## src/rtl/arm_pkg.sv

```systemverilog
// Shared definitions for the ARM pipeline: datapath widths, ALU command
// encodings and the control-bit bundle carried from ID into EXE.
package arm_pkg;

    localparam int WORD_W = 32;
    localparam int REG_W  = 4;

    // ALU command encodings; EXE_NOP is what a squashed slot carries
    localparam logic [3:0] EXE_NOP = 4'b0000;
    localparam logic [3:0] EXE_MOV = 4'b0001;
    localparam logic [3:0] EXE_ADD = 4'b0010;
    localparam logic [3:0] EXE_ADC = 4'b0011;
    localparam logic [3:0] EXE_SUB = 4'b0100;
    localparam logic [3:0] EXE_SBC = 4'b0101;
    localparam logic [3:0] EXE_AND = 4'b0110;
    localparam logic [3:0] EXE_ORR = 4'b0111;
    localparam logic [3:0] EXE_EOR = 4'b1000;
    localparam logic [3:0] EXE_MVN = 4'b1001;

    // Control bits that must all be clear whenever the slot is not valid
    typedef struct packed {
        logic wb_en;
        logic mem_r_en;
        logic mem_w_en;
        logic b;
        logic s;
    } ctrl_t;

    localparam ctrl_t CTRL_NOP = '0;

    // Gate the control bundle with the valid bit so a dead slot never writes
    function automatic ctrl_t ctrl_gate(input logic valid, input ctrl_t ctrl);
        return valid ? ctrl : CTRL_NOP;
    endfunction

endpackage

```

## src/rtl/id_exe_stage_reg_if.sv

```systemverilog
// ID->EXE bus: decoded fields presented by ID and their registered copies
// seen by EXE, forwarding and hazard logic.
interface id_exe_stage_reg_if;
    import arm_pkg::*;

    logic              id_valid;
    logic [WORD_W-1:0] id_pc;
    logic [WORD_W-1:0] id_val_rn;
    logic [WORD_W-1:0] id_val_rm;
    logic [REG_W-1:0]  id_src1;
    logic [REG_W-1:0]  id_src2;
    logic [REG_W-1:0]  id_dest;
    logic [3:0]        id_exe_cmd;
    logic              id_mem_r_en;
    logic              id_mem_w_en;
    logic              id_wb_en;
    logic              id_b;
    logic              id_s;
    logic              id_imm;
    logic [11:0]       id_shift_operand;
    logic [23:0]       id_signed_imm_24;
    logic              id_carry;

    logic              exe_valid;
    logic [WORD_W-1:0] exe_pc;
    logic [WORD_W-1:0] exe_val_rn;
    logic [WORD_W-1:0] exe_val_rm;
    logic [REG_W-1:0]  exe_src1;
    logic [REG_W-1:0]  exe_src2;
    logic [REG_W-1:0]  exe_dest;
    logic [3:0]        exe_exe_cmd;
    logic              exe_mem_r_en;
    logic              exe_mem_w_en;
    logic              exe_wb_en;
    logic              exe_b;
    logic              exe_s;
    logic              exe_imm;
    logic [11:0]       exe_shift_operand;
    logic [23:0]       exe_signed_imm_24;
    logic              exe_carry;

    // Pipeline side: drives ID fields, observes EXE fields
    modport master (
        output id_valid, id_pc, id_val_rn, id_val_rm, id_src1, id_src2, id_dest,
               id_exe_cmd, id_mem_r_en, id_mem_w_en, id_wb_en, id_b, id_s,
               id_imm, id_shift_operand, id_signed_imm_24, id_carry,
        input  exe_valid, exe_pc, exe_val_rn, exe_val_rm, exe_src1, exe_src2,
               exe_dest, exe_exe_cmd, exe_mem_r_en, exe_mem_w_en, exe_wb_en,
               exe_b, exe_s, exe_imm, exe_shift_operand, exe_signed_imm_24,
               exe_carry
    );

    // Stage register side: samples ID fields, drives EXE fields
    modport slave (
        input  id_valid, id_pc, id_val_rn, id_val_rm, id_src1, id_src2, id_dest,
               id_exe_cmd, id_mem_r_en, id_mem_w_en, id_wb_en, id_b, id_s,
               id_imm, id_shift_operand, id_signed_imm_24, id_carry,
        output exe_valid, exe_pc, exe_val_rn, exe_val_rm, exe_src1, exe_src2,
               exe_dest, exe_exe_cmd, exe_mem_r_en, exe_mem_w_en, exe_wb_en,
               exe_b, exe_s, exe_imm, exe_shift_operand, exe_signed_imm_24,
               exe_carry
    );

endinterface

```

## src/rtl/id_exe_stage_reg_sat_counter.sv

```systemverilog
// Generic up-counter that sticks at all-ones instead of wrapping.
module sat_counter #(
    parameter int WIDTH = 16
) (
    input  logic             clk,
    input  logic             rst_n,
    input  logic             en_i,
    output logic [WIDTH-1:0] count_o
);

    localparam logic [WIDTH-1:0] ONE = {{(WIDTH-1){1'b0}}, 1'b1};

    logic [WIDTH-1:0] count_q;
    logic [WIDTH-1:0] count_d;

    // Increment when enabled unless already saturated
    always_comb begin
        count_d = count_q;
        if (en_i && (count_q != {WIDTH{1'b1}})) begin
            count_d = count_q + ONE;
        end
    end

    // Count register, cleared asynchronously
    always_ff @(posedge clk or negedge rst_n) begin
        if (!rst_n) begin
            count_q <= '0;
        end else begin
            count_q <= count_d;
        end
    end

    assign count_o = count_q;

endmodule

```

## src/rtl/id_exe_stage_reg.sv

```systemverilog
// ID/EXE pipeline register with freeze (hold), flush/bubble (NOP insert)
// and a saturating count of inserted NOPs.
module id_exe_stage_reg
    import arm_pkg::*;
(
    input  logic                     clk,
    input  logic                     rst,
    input  logic                     freeze,
    input  logic                     flush,
    input  logic                     bubble,
    id_exe_stage_reg_if.slave        bus,
    output logic [15:0]              bubble_count
);

    ctrl_t id_ctrl;
    logic  nop_load;

    logic              valid_q,  valid_d;
    ctrl_t             ctrl_q,   ctrl_d;
    logic [3:0]        cmd_q,    cmd_d;
    logic [REG_W-1:0]  dest_q,   dest_d;
    logic [REG_W-1:0]  src1_q,   src1_d;
    logic [REG_W-1:0]  src2_q,   src2_d;
    logic [WORD_W-1:0] pc_q,     pc_d;
    logic [WORD_W-1:0] val_rn_q, val_rn_d;
    logic [WORD_W-1:0] val_rm_q, val_rm_d;
    logic              imm_q,    imm_d;
    logic [11:0]       shop_q,   shop_d;
    logic [23:0]       simm_q,   simm_d;
    logic              carry_q,  carry_d;

    assign id_ctrl  = {bus.id_wb_en, bus.id_mem_r_en, bus.id_mem_w_en, bus.id_b, bus.id_s};
    assign nop_load = !freeze && (flush || bubble);

    // Next state: freeze holds everything; NOP loads clear the control side
    // but still take the datapath fields so their contents stay deterministic
    always_comb begin
        valid_d  = valid_q;
        ctrl_d   = ctrl_q;
        cmd_d    = cmd_q;
        dest_d   = dest_q;
        src1_d   = src1_q;
        src2_d   = src2_q;
        pc_d     = pc_q;
        val_rn_d = val_rn_q;
        val_rm_d = val_rm_q;
        imm_d    = imm_q;
        shop_d   = shop_q;
        simm_d   = simm_q;
        carry_d  = carry_q;
        if (!freeze) begin
            pc_d     = bus.id_pc;
            val_rn_d = bus.id_val_rn;
            val_rm_d = bus.id_val_rm;
            imm_d    = bus.id_imm;
            shop_d   = bus.id_shift_operand;
            simm_d   = bus.id_signed_imm_24;
            carry_d  = bus.id_carry;
            if (flush || bubble) begin
                valid_d = 1'b0;
                ctrl_d  = CTRL_NOP;
                cmd_d   = EXE_NOP;
                dest_d  = '0;
                src1_d  = '0;
                src2_d  = '0;
            end else begin
                valid_d = bus.id_valid;
                ctrl_d  = ctrl_gate(bus.id_valid, id_ctrl);
                cmd_d   = bus.id_exe_cmd;
                dest_d  = bus.id_dest;
                src1_d  = bus.id_src1;
                src2_d  = bus.id_src2;
            end
        end
    end

    // Stage registers, cleared asynchronously (reset overrides freeze)
    always_ff @(posedge clk or negedge rst) begin
        if (!rst) begin
            valid_q  <= 1'b0;
            ctrl_q   <= CTRL_NOP;
            cmd_q    <= EXE_NOP;
            dest_q   <= '0;
            src1_q   <= '0;
            src2_q   <= '0;
            pc_q     <= '0;
            val_rn_q <= '0;
            val_rm_q <= '0;
            imm_q    <= 1'b0;
            shop_q   <= '0;
            simm_q   <= '0;
            carry_q  <= 1'b0;
        end else begin
            valid_q  <= valid_d;
            ctrl_q   <= ctrl_d;
            cmd_q    <= cmd_d;
            dest_q   <= dest_d;
            src1_q   <= src1_d;
            src2_q   <= src2_d;
            pc_q     <= pc_d;
            val_rn_q <= val_rn_d;
            val_rm_q <= val_rm_d;
            imm_q    <= imm_d;
            shop_q   <= shop_d;
            simm_q   <= simm_d;
            carry_q  <= carry_d;
        end
    end

    sat_counter #(.WIDTH(16)) u_bubble_cnt (
        .clk     (clk),
        .rst_n   (rst),
        .en_i    (nop_load),
        .count_o (bubble_count)
    );

    assign bus.exe_valid         = valid_q;
    assign bus.exe_wb_en         = ctrl_q.wb_en;
    assign bus.exe_mem_r_en      = ctrl_q.mem_r_en;
    assign bus.exe_mem_w_en      = ctrl_q.mem_w_en;
    assign bus.exe_b             = ctrl_q.b;
    assign bus.exe_s             = ctrl_q.s;
    assign bus.exe_exe_cmd       = cmd_q;
    assign bus.exe_dest          = dest_q;
    assign bus.exe_src1          = src1_q;
    assign bus.exe_src2          = src2_q;
    assign bus.exe_pc            = pc_q;
    assign bus.exe_val_rn        = val_rn_q;
    assign bus.exe_val_rm        = val_rm_q;
    assign bus.exe_imm           = imm_q;
    assign bus.exe_shift_operand = shop_q;
    assign bus.exe_signed_imm_24 = simm_q;
    assign bus.exe_carry         = carry_q;

endmodule

```

## src/flat_wrapper.sv

```systemverilog
// flat-port wrapper written by rule: the top's interface ports become plain ports
module id_exe_stage_reg_flat import arm_pkg::*;
  (clk, rst, freeze, flush, bubble, bubble_count, bus_id_valid, bus_id_pc, bus_id_val_rn, bus_id_val_rm, bus_id_src1, bus_id_src2, bus_id_dest, bus_id_exe_cmd, bus_id_mem_r_en, bus_id_mem_w_en, bus_id_wb_en, bus_id_b, bus_id_s, bus_id_imm, bus_id_shift_operand, bus_id_signed_imm_24, bus_id_carry, bus_exe_valid, bus_exe_pc, bus_exe_val_rn, bus_exe_val_rm, bus_exe_src1, bus_exe_src2, bus_exe_dest, bus_exe_exe_cmd, bus_exe_mem_r_en, bus_exe_mem_w_en, bus_exe_wb_en, bus_exe_b, bus_exe_s, bus_exe_imm, bus_exe_shift_operand, bus_exe_signed_imm_24, bus_exe_carry);
  id_exe_stage_reg_if bus_i ();
  input  logic clk;
  input  logic rst;
  input  logic freeze;
  input  logic flush;
  input  logic bubble;
  output logic [15:0] bubble_count;
  input wire logic [$bits(bus_i.id_valid)-1:0] bus_id_valid;
  input wire logic [$bits(bus_i.id_pc)-1:0] bus_id_pc;
  input wire logic [$bits(bus_i.id_val_rn)-1:0] bus_id_val_rn;
  input wire logic [$bits(bus_i.id_val_rm)-1:0] bus_id_val_rm;
  input wire logic [$bits(bus_i.id_src1)-1:0] bus_id_src1;
  input wire logic [$bits(bus_i.id_src2)-1:0] bus_id_src2;
  input wire logic [$bits(bus_i.id_dest)-1:0] bus_id_dest;
  input wire logic [$bits(bus_i.id_exe_cmd)-1:0] bus_id_exe_cmd;
  input wire logic [$bits(bus_i.id_mem_r_en)-1:0] bus_id_mem_r_en;
  input wire logic [$bits(bus_i.id_mem_w_en)-1:0] bus_id_mem_w_en;
  input wire logic [$bits(bus_i.id_wb_en)-1:0] bus_id_wb_en;
  input wire logic [$bits(bus_i.id_b)-1:0] bus_id_b;
  input wire logic [$bits(bus_i.id_s)-1:0] bus_id_s;
  input wire logic [$bits(bus_i.id_imm)-1:0] bus_id_imm;
  input wire logic [$bits(bus_i.id_shift_operand)-1:0] bus_id_shift_operand;
  input wire logic [$bits(bus_i.id_signed_imm_24)-1:0] bus_id_signed_imm_24;
  input wire logic [$bits(bus_i.id_carry)-1:0] bus_id_carry;
  output wire logic [$bits(bus_i.exe_valid)-1:0] bus_exe_valid;
  output wire logic [$bits(bus_i.exe_pc)-1:0] bus_exe_pc;
  output wire logic [$bits(bus_i.exe_val_rn)-1:0] bus_exe_val_rn;
  output wire logic [$bits(bus_i.exe_val_rm)-1:0] bus_exe_val_rm;
  output wire logic [$bits(bus_i.exe_src1)-1:0] bus_exe_src1;
  output wire logic [$bits(bus_i.exe_src2)-1:0] bus_exe_src2;
  output wire logic [$bits(bus_i.exe_dest)-1:0] bus_exe_dest;
  output wire logic [$bits(bus_i.exe_exe_cmd)-1:0] bus_exe_exe_cmd;
  output wire logic [$bits(bus_i.exe_mem_r_en)-1:0] bus_exe_mem_r_en;
  output wire logic [$bits(bus_i.exe_mem_w_en)-1:0] bus_exe_mem_w_en;
  output wire logic [$bits(bus_i.exe_wb_en)-1:0] bus_exe_wb_en;
  output wire logic [$bits(bus_i.exe_b)-1:0] bus_exe_b;
  output wire logic [$bits(bus_i.exe_s)-1:0] bus_exe_s;
  output wire logic [$bits(bus_i.exe_imm)-1:0] bus_exe_imm;
  output wire logic [$bits(bus_i.exe_shift_operand)-1:0] bus_exe_shift_operand;
  output wire logic [$bits(bus_i.exe_signed_imm_24)-1:0] bus_exe_signed_imm_24;
  output wire logic [$bits(bus_i.exe_carry)-1:0] bus_exe_carry;
  assign bus_i.id_valid = bus_id_valid;
  assign bus_i.id_pc = bus_id_pc;
  assign bus_i.id_val_rn = bus_id_val_rn;
  assign bus_i.id_val_rm = bus_id_val_rm;
  assign bus_i.id_src1 = bus_id_src1;
  assign bus_i.id_src2 = bus_id_src2;
  assign bus_i.id_dest = bus_id_dest;
  assign bus_i.id_exe_cmd = bus_id_exe_cmd;
  assign bus_i.id_mem_r_en = bus_id_mem_r_en;
  assign bus_i.id_mem_w_en = bus_id_mem_w_en;
  assign bus_i.id_wb_en = bus_id_wb_en;
  assign bus_i.id_b = bus_id_b;
  assign bus_i.id_s = bus_id_s;
  assign bus_i.id_imm = bus_id_imm;
  assign bus_i.id_shift_operand = bus_id_shift_operand;
  assign bus_i.id_signed_imm_24 = bus_id_signed_imm_24;
  assign bus_i.id_carry = bus_id_carry;
  assign bus_exe_valid = bus_i.exe_valid;
  assign bus_exe_pc = bus_i.exe_pc;
  assign bus_exe_val_rn = bus_i.exe_val_rn;
  assign bus_exe_val_rm = bus_i.exe_val_rm;
  assign bus_exe_src1 = bus_i.exe_src1;
  assign bus_exe_src2 = bus_i.exe_src2;
  assign bus_exe_dest = bus_i.exe_dest;
  assign bus_exe_exe_cmd = bus_i.exe_exe_cmd;
  assign bus_exe_mem_r_en = bus_i.exe_mem_r_en;
  assign bus_exe_mem_w_en = bus_i.exe_mem_w_en;
  assign bus_exe_wb_en = bus_i.exe_wb_en;
  assign bus_exe_b = bus_i.exe_b;
  assign bus_exe_s = bus_i.exe_s;
  assign bus_exe_imm = bus_i.exe_imm;
  assign bus_exe_shift_operand = bus_i.exe_shift_operand;
  assign bus_exe_signed_imm_24 = bus_i.exe_signed_imm_24;
  assign bus_exe_carry = bus_i.exe_carry;
  id_exe_stage_reg u_core (.clk(clk), .rst(rst), .freeze(freeze), .flush(flush), .bubble(bubble), .bus(bus_i), .bubble_count(bubble_count));
endmodule
```

## config.mk

```make
export PLATFORM = sky130hd
export DESIGN_NAME = id_exe_stage_reg_flat
export DESIGN_NICKNAME = d
export VERILOG_FILES = /design/src/rtl/arm_pkg.sv /design/src/rtl/id_exe_stage_reg_if.sv /design/src/rtl/id_exe_stage_reg_sat_counter.sv /design/src/rtl/id_exe_stage_reg.sv /design/src/flat_wrapper.sv
export SDC_FILE = /design/constraint.sdc
export NUM_CORES = 1
export LEC_CHECK = 0
export CORE_AREA = 2 2 131 133
export DETAILED_ROUTE_END_ITERATION = 16
export DIE_AREA = 0 0 133 135
export PLACE_DENSITY = 0.88
export SYNTH_ARGS = -nofsm -noshare
export SYNTH_HDL_FRONTEND = slang
export SYNTH_SLANG_ARGS = --single-unit
```

## constraint.sdc

```tcl
create_clock -name clk -period 4.25 [get_ports clk]
set_input_delay 0.6375 -clock clk [delete_from_list [all_inputs] [get_ports clk]]
set_output_delay 0.6375 -clock clk [all_outputs]
set_load 0.005 [all_outputs]
```

== Word-level counts from Yosys, hierarchy flattened ==
Index checks and enable logic that the tools add are counted.

* Register bits after elaboration: 172
* Input bits: 161
* Logic and storage cells: 31

* Add/sub/neg operators: 1
* Equality and inequality tests: 1
* Muxes and demuxes: 7
* Reduce and logical (&&, ||, !) cells: 4

{| class="wikitable"
|+ Operators with widths
! kind !! count
|-
| $add 16x1->16 const B || 1
|-
| $mux 4 || 4
|-
| $ne 16x16->1 const B || 1
|-
| $mux 5 || 2
|-
| $logic_and 1x1->1 || 2
|-
| $logic_not 1->1 || 1
|-
| $logic_or 1x1->1 || 1
|-
| $mux 1 || 1
|}

== Longest topological paths before layout ==
Gate-level depths: netlist of the first run.

* Depth in word-level cells: 3
* Depth in mapped cells: 5

== Cells and area by module ==
From an unflattened synthesis of the first run, not the netlist that was laid out.

* Cells, all modules: 432
* Area total of the unflattened synthesis: 7,125.6 um^2

{| class="wikitable"
|+ Modules (own cells, without submodules)
! module !! times used !! cells each !! area an instance (um^2) !! seq. area each (um^2)
|-
| id_exe_stage_reg || 1 || 360 || 6,266.0 || 3,903.7
|-
| sat_counter || 1 || 72 || 859.6 || 400.4
|}

== Worst setup path after synthesis of the first run ==
No wires, ideal clock.

* Path type: input -> register
* Start: input freeze
* End: register u_core.simm_q[10] (netlist: u_core.bus.exe_signed_imm_24[10])
* Setup time: 0.125 ns
* Data arrival time: 1.674 ns
* Data required time: 4.125 ns
* Path slack: 2.451 ns
* Stages: 4
* Buffers on the path: 3
* Path through: buf_2 clkbuf_1 buf_2 mux2_2

{| class="wikitable"
|+ RTL lines
! item !! RTL line !! source
|-
| start, declared || flat_wrapper.sv:7 || <nowiki>input logic freeze;</nowiki>
|-
| end signal, assigned || id_exe_stage_reg.sv:105 || <nowiki>simm_q <= simm_d;</nowiki>
|-
| end, declared || id_exe_stage_reg.sv:29 || <nowiki>logic [23:0] simm_q, simm_d;</nowiki>
|}

No word-level cell between the ends.

== Worst setup path in the final report of the first run ==
* Start: register u_core.u_bubble_cnt.count_q[9] (netlist: u_core.u_bubble_cnt.count_o[9])
* End: output bubble_count[9]

{| class="wikitable"
|+ RTL lines
! item !! RTL line !! source
|-
| start, declared || id_exe_stage_reg_sat_counter.sv:13 || <nowiki>logic [WIDTH-1:0] count_q;</nowiki>
|-
| start signal, assigned || id_exe_stage_reg_sat_counter.sv:29 || <nowiki>count_q <= count_d;</nowiki>
|-
| end, declared || flat_wrapper.sv:10 || <nowiki>output logic [15:0] bubble_count;</nowiki>
|}

No word-level cell between the ends.

==> results.txt, run 1 <==
Port-buffer cells - 332
Crit path arrival time - 1.45 ns
Filler cell count - 1,145
Initial core utilization - 39.9%
H-tree depth - 4
Die ar. - 18,000 um^2
Asr flop ratio synth - 100%
Post-CTS Resized - 0
Share of cells above drive strength 1 - 23.9%
Finished Cell Area - 10,700 um^2
Worst r2r src - u_core.u_bubble_cnt.count_o[0]$_DFFE_PN0P_
# Max-Cap Violations - 0
Clk_lat worst skew - 0.42 ns
CP startpoint kind - flop
Die width - 133 um
Seq/Total Area, Yosys - 65.8%
Netlist cell types - 29
Vias in the first global route - 5,153
Max FO, Critical Path - 6
Fmax - 0.479 GHz
Hold WC Path Type - input port to asynchronous set/reset pin
Gr usage total - 19.7%
Synthesized area - 6540 um^2
Hpwl dp - 13,200 um
Register area - 4300 um^2
Number of enable flip-flop cells after synthesis - 0
Post-synthesis compound-gate area fraction - 3.81%
Max_slew headroom - 43.5%
WP buf/inv - 1
First-pass GRT wire length - 27,400 um
Bufs on Longest Clock Path - 2
Grt ovf - 0
Number of I/O pins - 333
CTS tree - built
Largest area contributor in the netlist - dfrtp_1
DR vias/cell - 4.87
Slowest cell on the critical path - clkdlybuf4s50_1
Most common cell after layout, fill and taps aside - clkdlybuf4s50_1
Required @ worst endpoint - 3.61 ns
Adder-cell area share of the yosys netlist - 0.191%
Final hold violations - 0
Via count - 4,763
First-iteration detailed-routing DRC count - 174
Synth top area cells - dfrtp_1 66%, mux2_2 23%, a22o_1 2.8%
Leak pwr - 0.00441 uW
Simple-gate share of the synthesized area - 3.88%
Pwr/cell area - 408 nW/um^2
Crit path cell chain - clkdlybuf4s50_1
Hold Buf Count CTS - 0
Drc violations - 0
DP Area - 10,100 um^2
FF-to-FF path depth - 5
Final setup TNS - 0 ns
Post-CTS setup buffer count - 0
Largest net degree at the start of global routing - 94
Row count - 47
Reg2Reg Capture Point - u_core.u_bubble_cnt.count_o[14]$_DFFE_PN0P_
Core Box Area - 16,400 um^2
Final wirelength - 17,600 um
Cells after Synth - 410
DR WL/cell - 18.0 um
Die Y - 135 um
Yosys warnings - 0
Mapped Nets - 572
Most frequent cells in the layout - 330 x clkdlybuf4s50_1, 172 x dfrtp_1, 135 x mux2_2
Clock net sink count - 172
Setup violations, final - 0
Multiplexer share of the synthesized area - 23.2%
Status - finished, final reports clean
Top FF cell, synth - dfrtp_1
Worst-path clk slew - 0.06 ns
Largest family of logic cells by synthesized area - multiplexers
Multi-input gate area - 2140 um^2
Final slew viol count - 0
Setup crit end kind - output port
Cell family with most CP delay - buffers and inverters
Root Driver - clkbuf_16
WS Path Type - flop to output port
Drt first pass iters - 4
Clk_skew - 0.00584 ns
Layout Nets - 907
Post-synth top area share - 65.8%
R2R setup slack - 2.51 ns
Slowest stage delay, CP - 0.56 ns
Post-Synth XOR/XNOR Area - 1.61%
RSZ-0062 raised after global routing - false
VDD IR max - 0.248 mV
Final min period - 2.09 ns
Least-Margin Pin Slew - 0.848 ns
GP Congestion - 0.854
Cts bufs inserted - 17
Initial antenna violation count - 2
Number of routed nets with antenna violations - 0
Syn avg cell area - 16.0 um^2
Yosys reg bits - 172
Syn-to-layout area delta - 63.6%
Final worst-path cycle share - 49.2%
-- cell usage after synthesis (all sizes together), types with 4 or more instances --
cell type  number
a22o           21
buf            13
clkbuf          7
dfrtp         172
mux2          135
nand2           6
nand3           4
nand4           7
nor2            5
nor3            7
xnor2           7
xor2            5
-- per-layer routing --
metal	wire (um)	GRT usage, %
met1	6500	21.6
met5	11	0
met3	1490	6.87
met2	9140	35.1
met4	440	7.77
-- final cells by class --
class,instances,area share [%]
antenna,1,0.0234
clock buffer,18,4.10
clock inverter,13,1.54
inverter,1,0.0351
multi-input combinational,217,20.0
sequential,172,40.2
tap,220,2.57
timing repair buffer,336,31.5
-- registers in the layout (all words and copies together), names as in the netlist, 4 cells and up --
name / cells
u_core.bus.exe_pc: 32
u_core.bus.exe_val_rm: 32
u_core.bus.exe_val_rn: 32
u_core.bus.exe_signed_imm_24: 24
u_core.u_bubble_cnt.count_o: 16
u_core.bus.exe_shift_operand: 12
u_core.bus.exe_dest: 4
u_core.bus.exe_exe_cmd: 4
u_core.bus.exe_src1: 4
u_core.bus.exe_src2: 4
-- worst max path at each step --
stage,startpoint,to,slack (ns),cells past startpoint
global route,u_core.u_bubble_cnt.count_o[8]$_DFFE_PN0P_,bubble_count[8],2.10,1
global placement,freeze,u_core.bus.exe_pc[4]$_DFFE_PN0N_,2.03,3
CTS,u_core.u_bubble_cnt.count_o[8]$_DFFE_PN0P_,bubble_count[8],2.14,1
floorplan,freeze,u_core.bus.exe_signed_imm_24[10]$_DFFE_PN0N_,2.45,4
finish,u_core.u_bubble_cnt.count_o[9]$_DFFE_PN0P_,bubble_count[9],2.16,1
detailed placement,freeze,u_core.bus.exe_signed_imm_24[16]$_DFFE_PN0N_,1.96,3
-- where the power goes --
| group | switching [uW] | internal, uW | total [uW] |
|---|---|---|---|
| logic | 265 | 572 | 837 |
| clock network | 643 | 942 | 1590 |
| registers | 132 | 1810 | 1940 |
| total | 1040 | 3330 | 4370 |
-- metrics by stage --
step                      util, %  setup slack [ns]  instances  total power, uW  hold slack (ns)
after floorplan                 -              2.45        410             2200            0.342
after global placement       61.5              2.03        946             2780            0.485
after detailed placement     61.5              1.96        946             2810            0.491
after CTS                    65.2              2.14        977             4420            0.314
after global routing         65.2              2.10        977             4560            0.356
final                        65.2              2.16        978             4370            0.284
-- logic make-up after synthesis --
| kind of cell | after synthesis |
|---|---|
| flip-flops | 172 |
| multiplexers | 135 |
| AND/OR/NAND/NOR | 39 |
| AO/OA/AOI/OAI | 30 |
| buffers and inverters | 21 |
| XOR/XNOR | 12 |
| adder cells (fa/ha/maj) | 1 |
Note: power is estimated with default switching activity, not from simulation.
==> run 2: changes to the inputs <==
--- a/config.mk
+++ b/config.mk
@@ -5,9 +5,9 @@
 export SDC_FILE = /design/constraint.sdc
 export NUM_CORES = 1
 export LEC_CHECK = 0
-export CORE_AREA = 2 2 131 133
+export CORE_MARGIN = 2
+export CORE_UTILIZATION = 40
 export DETAILED_ROUTE_END_ITERATION = 16
-export DIE_AREA = 0 0 133 135
 export PLACE_DENSITY = 0.88
 export SYNTH_ARGS = -nofsm -noshare
 export SYNTH_HDL_FRONTEND = slang
==> constraint.sdc (replaced) <==
create_clock -name clk -period 2.1 [get_ports clk]
set_input_delay 0.315 -clock clk [delete_from_list [all_inputs] [get_ports clk]]
set_output_delay 0.315 -clock clk [all_outputs]
set_load 0.005 [all_outputs]
==> run 2 against run 1 <==
  * Hold slack worse by 0.084 ns
  * Routed wire length up 1.1%
  * Via count down 0.10%
  * Critical path type is now flop to flop
==> results.txt, run 2 (synthesized netlist as in run 1, its figures left out) <==
Crit path arrival time - 2.13 ns (was 1.45 ns)
Post-CTS setup buffer count - 0 (unchanged)
Root Driver - clkbuf_16 (unchanged)
Dpl cells - 946 (unchanged)
Initial antenna violation count - 0 (was 2)
Final setup TNS - 0 ns (unchanged)
Most frequent cells in the layout - 330 x clkdlybuf4s50_1, 172 x dfrtp_1, 135 x mux2_2 (unchanged)
First-iteration detailed-routing DRC count - 146 (was 174)
Setup crit end kind - flop (was output port)
Reg2Reg Capture Point - u_core.u_bubble_cnt.count_o[10]$_DFFE_PN0P_ (was u_core.u_bubble_cnt.count_o[14]$_DFFE_PN0P_)
Share of cells above drive strength 1 - 24.0% (was 23.9%)
Clock net sink count - 172 (unchanged)
Most common cell after layout, fill and taps aside - clkdlybuf4s50_1 (unchanged)
Worst r2r src - u_core.u_bubble_cnt.count_o[0]$_DFFE_PN0P_ (unchanged)
Least-Margin Pin Slew - 0.540 ns (was 0.848 ns)
Setup violations, final - 0 (unchanged)
Final hold violations - 0 (unchanged)
RSZ-0062 raised after global routing - false (unchanged)
Finished Cell Area - 10,700 um^2 (about the same)
Pwr/cell area - 808 nW/um^2 (was 408 nW/um^2)
Final slew viol count - 0 (unchanged)
Syn-to-layout area delta - 64.0% (was 63.6%)
Final min period - 1.81 ns
VDD IR max - 0.492 mV (was 0.248 mV)
Hold EP - u_core.bus.exe_pc[0]$_DFFE_PN0N_
Number of I/O pins - 333 (unchanged)
Hold Path Origin - freeze
Final worst slack - 0.292 ns (was 2.16 ns)
Worst-path clk slew - 0.07 ns (was 0.06 ns)
Max FO, Critical Path - 5 (was 6)
DP Area - 10,100 um^2 (about the same)
Slowest cell on the critical path - or4_4 (was clkdlybuf4s50_1)
Fmax - 0.553 GHz
DR vias/cell - 4.86 (was 4.87)
Max_slew headroom - 63.7% (was 43.5%)
DR WL/cell - 18.2 um (was 18.0 um)
R2R setup slack - 0.29 ns (was 2.51 ns)
H-tree depth - 4 (unchanged)
Die width - 132 um (was 133 um)
Core Box Area - 15,900 um^2 (was 16,400 um^2)
FF-to-FF path depth - 5 (unchanged)
Row count - 46 (was 47)
Worst hold stages - 2
Layout Nets - 912 (was 907)
Die ar. - 17,400 um^2 (was 18,000 um^2)
Non-filler instance count after layout - 979 (was 978)
WS Path Type - flop to flop (was flop to output port)
Final wirelength - 17,800 um (was 17,600 um)
Setup slack at placement - 0.152 ns (was 1.96 ns)
Bufs on Longest Clock Path - 2 (unchanged)
GP Congestion - 0.857 (was 0.854)
Initial core utilization - 41.0% (was 39.9%)
CTS tree - built (unchanged)
Gr usage total - 20.8% (was 19.7%)
Grt ovf - 0 (unchanged)
Cts bufs inserted - 17 (unchanged)
Crit path cell chain - ha_1 -> inv_1 -> or4_4 -> nor3_2 -> xor2_1 (was clkdlybuf4s50_1)
Clk_skew - 0.00945 ns (was 0.00584 ns)
Hold Buf Count CTS - 1 (was 0)
Port-buffer cells - 332 (unchanged)
Hpwl dp - 13,400 um (was 13,200 um)
Hold WC Path Type - input port to flop (was input port to asynchronous set/reset pin)
Status - finished, final reports clean (unchanged)
Clk_lat worst skew - 0.42 ns (about the same)
Via count - 4,758 (was 4,763)
Number of routed nets with antenna violations - 0 (unchanged)
Diode count - 0 (was 1)
First-pass GRT wire length - 28,400 um (was 27,400 um)
Required @ worst endpoint - 2.42 ns (was 3.61 ns)
Vias in the first global route - 5,238 (was 5,153)
Drc violations - 0 (unchanged)
Largest net degree at the start of global routing - 95 (was 94)
# Max-Cap Violations - 0 (unchanged)
Post-CTS Resized - 0 (unchanged)
Slowest stage delay, CP - 0.56 ns (about the same)
Final worst-path cycle share - 86.1%
Die Y - 132 um (was 135 um)
Leak pwr - 0.00443 uW (was 0.00441 uW)
CP startpoint kind - flop (unchanged)
Drt first pass iters - 4 (unchanged)
## run 2: through the flow
step | hold slack [ns] | utilization (%) | power (uW)
floorplan | 0.0194 | - | 4450
global placement | 0.284 | 63.6 | 5630
detailed placement | 0.295 | 63.6 | 5710
CTS | 0.178 | 67.3 | 8770
global route | 0.175 | 67.3 | 9050
finish | 0.200 | 67.3 | 8670
## run 2: worst max path at each step
stage                                                start                                          end  slack (ns)  cells past startpoint
6_report        u_core.u_bubble_cnt.count_o[0]$_DFFE_PN0P_  u_core.u_bubble_cnt.count_o[10]$_DFFE_PN0P_        0.29                      5
5_1_grt         u_core.u_bubble_cnt.count_o[0]$_DFFE_PN0P_  u_core.u_bubble_cnt.count_o[10]$_DFFE_PN0P_        0.21                      5
4_1_cts        u_core.u_bubble_cnt.count_o[11]$_DFFE_PN0P_                             bubble_count[11]        0.30                      1
3_5_place_dp                                        bubble  u_core.u_bubble_cnt.count_o[10]$_DFFE_PN0P_        0.15                      5
3_3_place_gp                                        bubble  u_core.u_bubble_cnt.count_o[12]$_DFFE_PN0P_        0.24                      5
2_1_floorplan   u_core.u_bubble_cnt.count_o[0]$_DFFE_PN0P_  u_core.u_bubble_cnt.count_o[12]$_DFFE_PN0P_        0.52                      5
## run 2: power by group
group          switching (uW)  internal [uW]
combinational             544           1170
sequential                256           3670
clock                    1260           1780
## run 2: metal layers
metal | global-route usage, % | up-vias | part of all wire (%)
met3 | 7.00 | 34 | 7.4
met2 | 37.1 | 237 | 52
li1 | - | 2153 | -
met1 | 22.7 | 2334 | 37
met5 | 0 | - | 0
met4 | 8.39 | 0 | 2.7
## run 2: cell type report
| cell class | count | area, um^2 |
|---|---|---|
| flip-flops and latches | 172 | 4300 |
| repair buffers | 341 | 3430 |
| inverters | 1 | 3.75 |
| well taps | 216 | 270 |
| multi-input cells | 217 | 2140 |
| clock inverters | 11 | 120 |
| clock buffers | 21 | 450 |
| fillers | 1097 | 5220 |
## run 2: critical path, delay by kind of cell (launching register included)
| kind | cells | cell delay, ns |
|---|---|---|
| XOR/XNOR | 1 | 0.21 |
| buffers and inverters | 1 | 0.08 |
| flip-flops | 1 | 0.44 |
| adder cells (fa/ha/maj) | 1 | 0.26 |
| AND/OR/NAND/NOR | 2 | 0.73 |
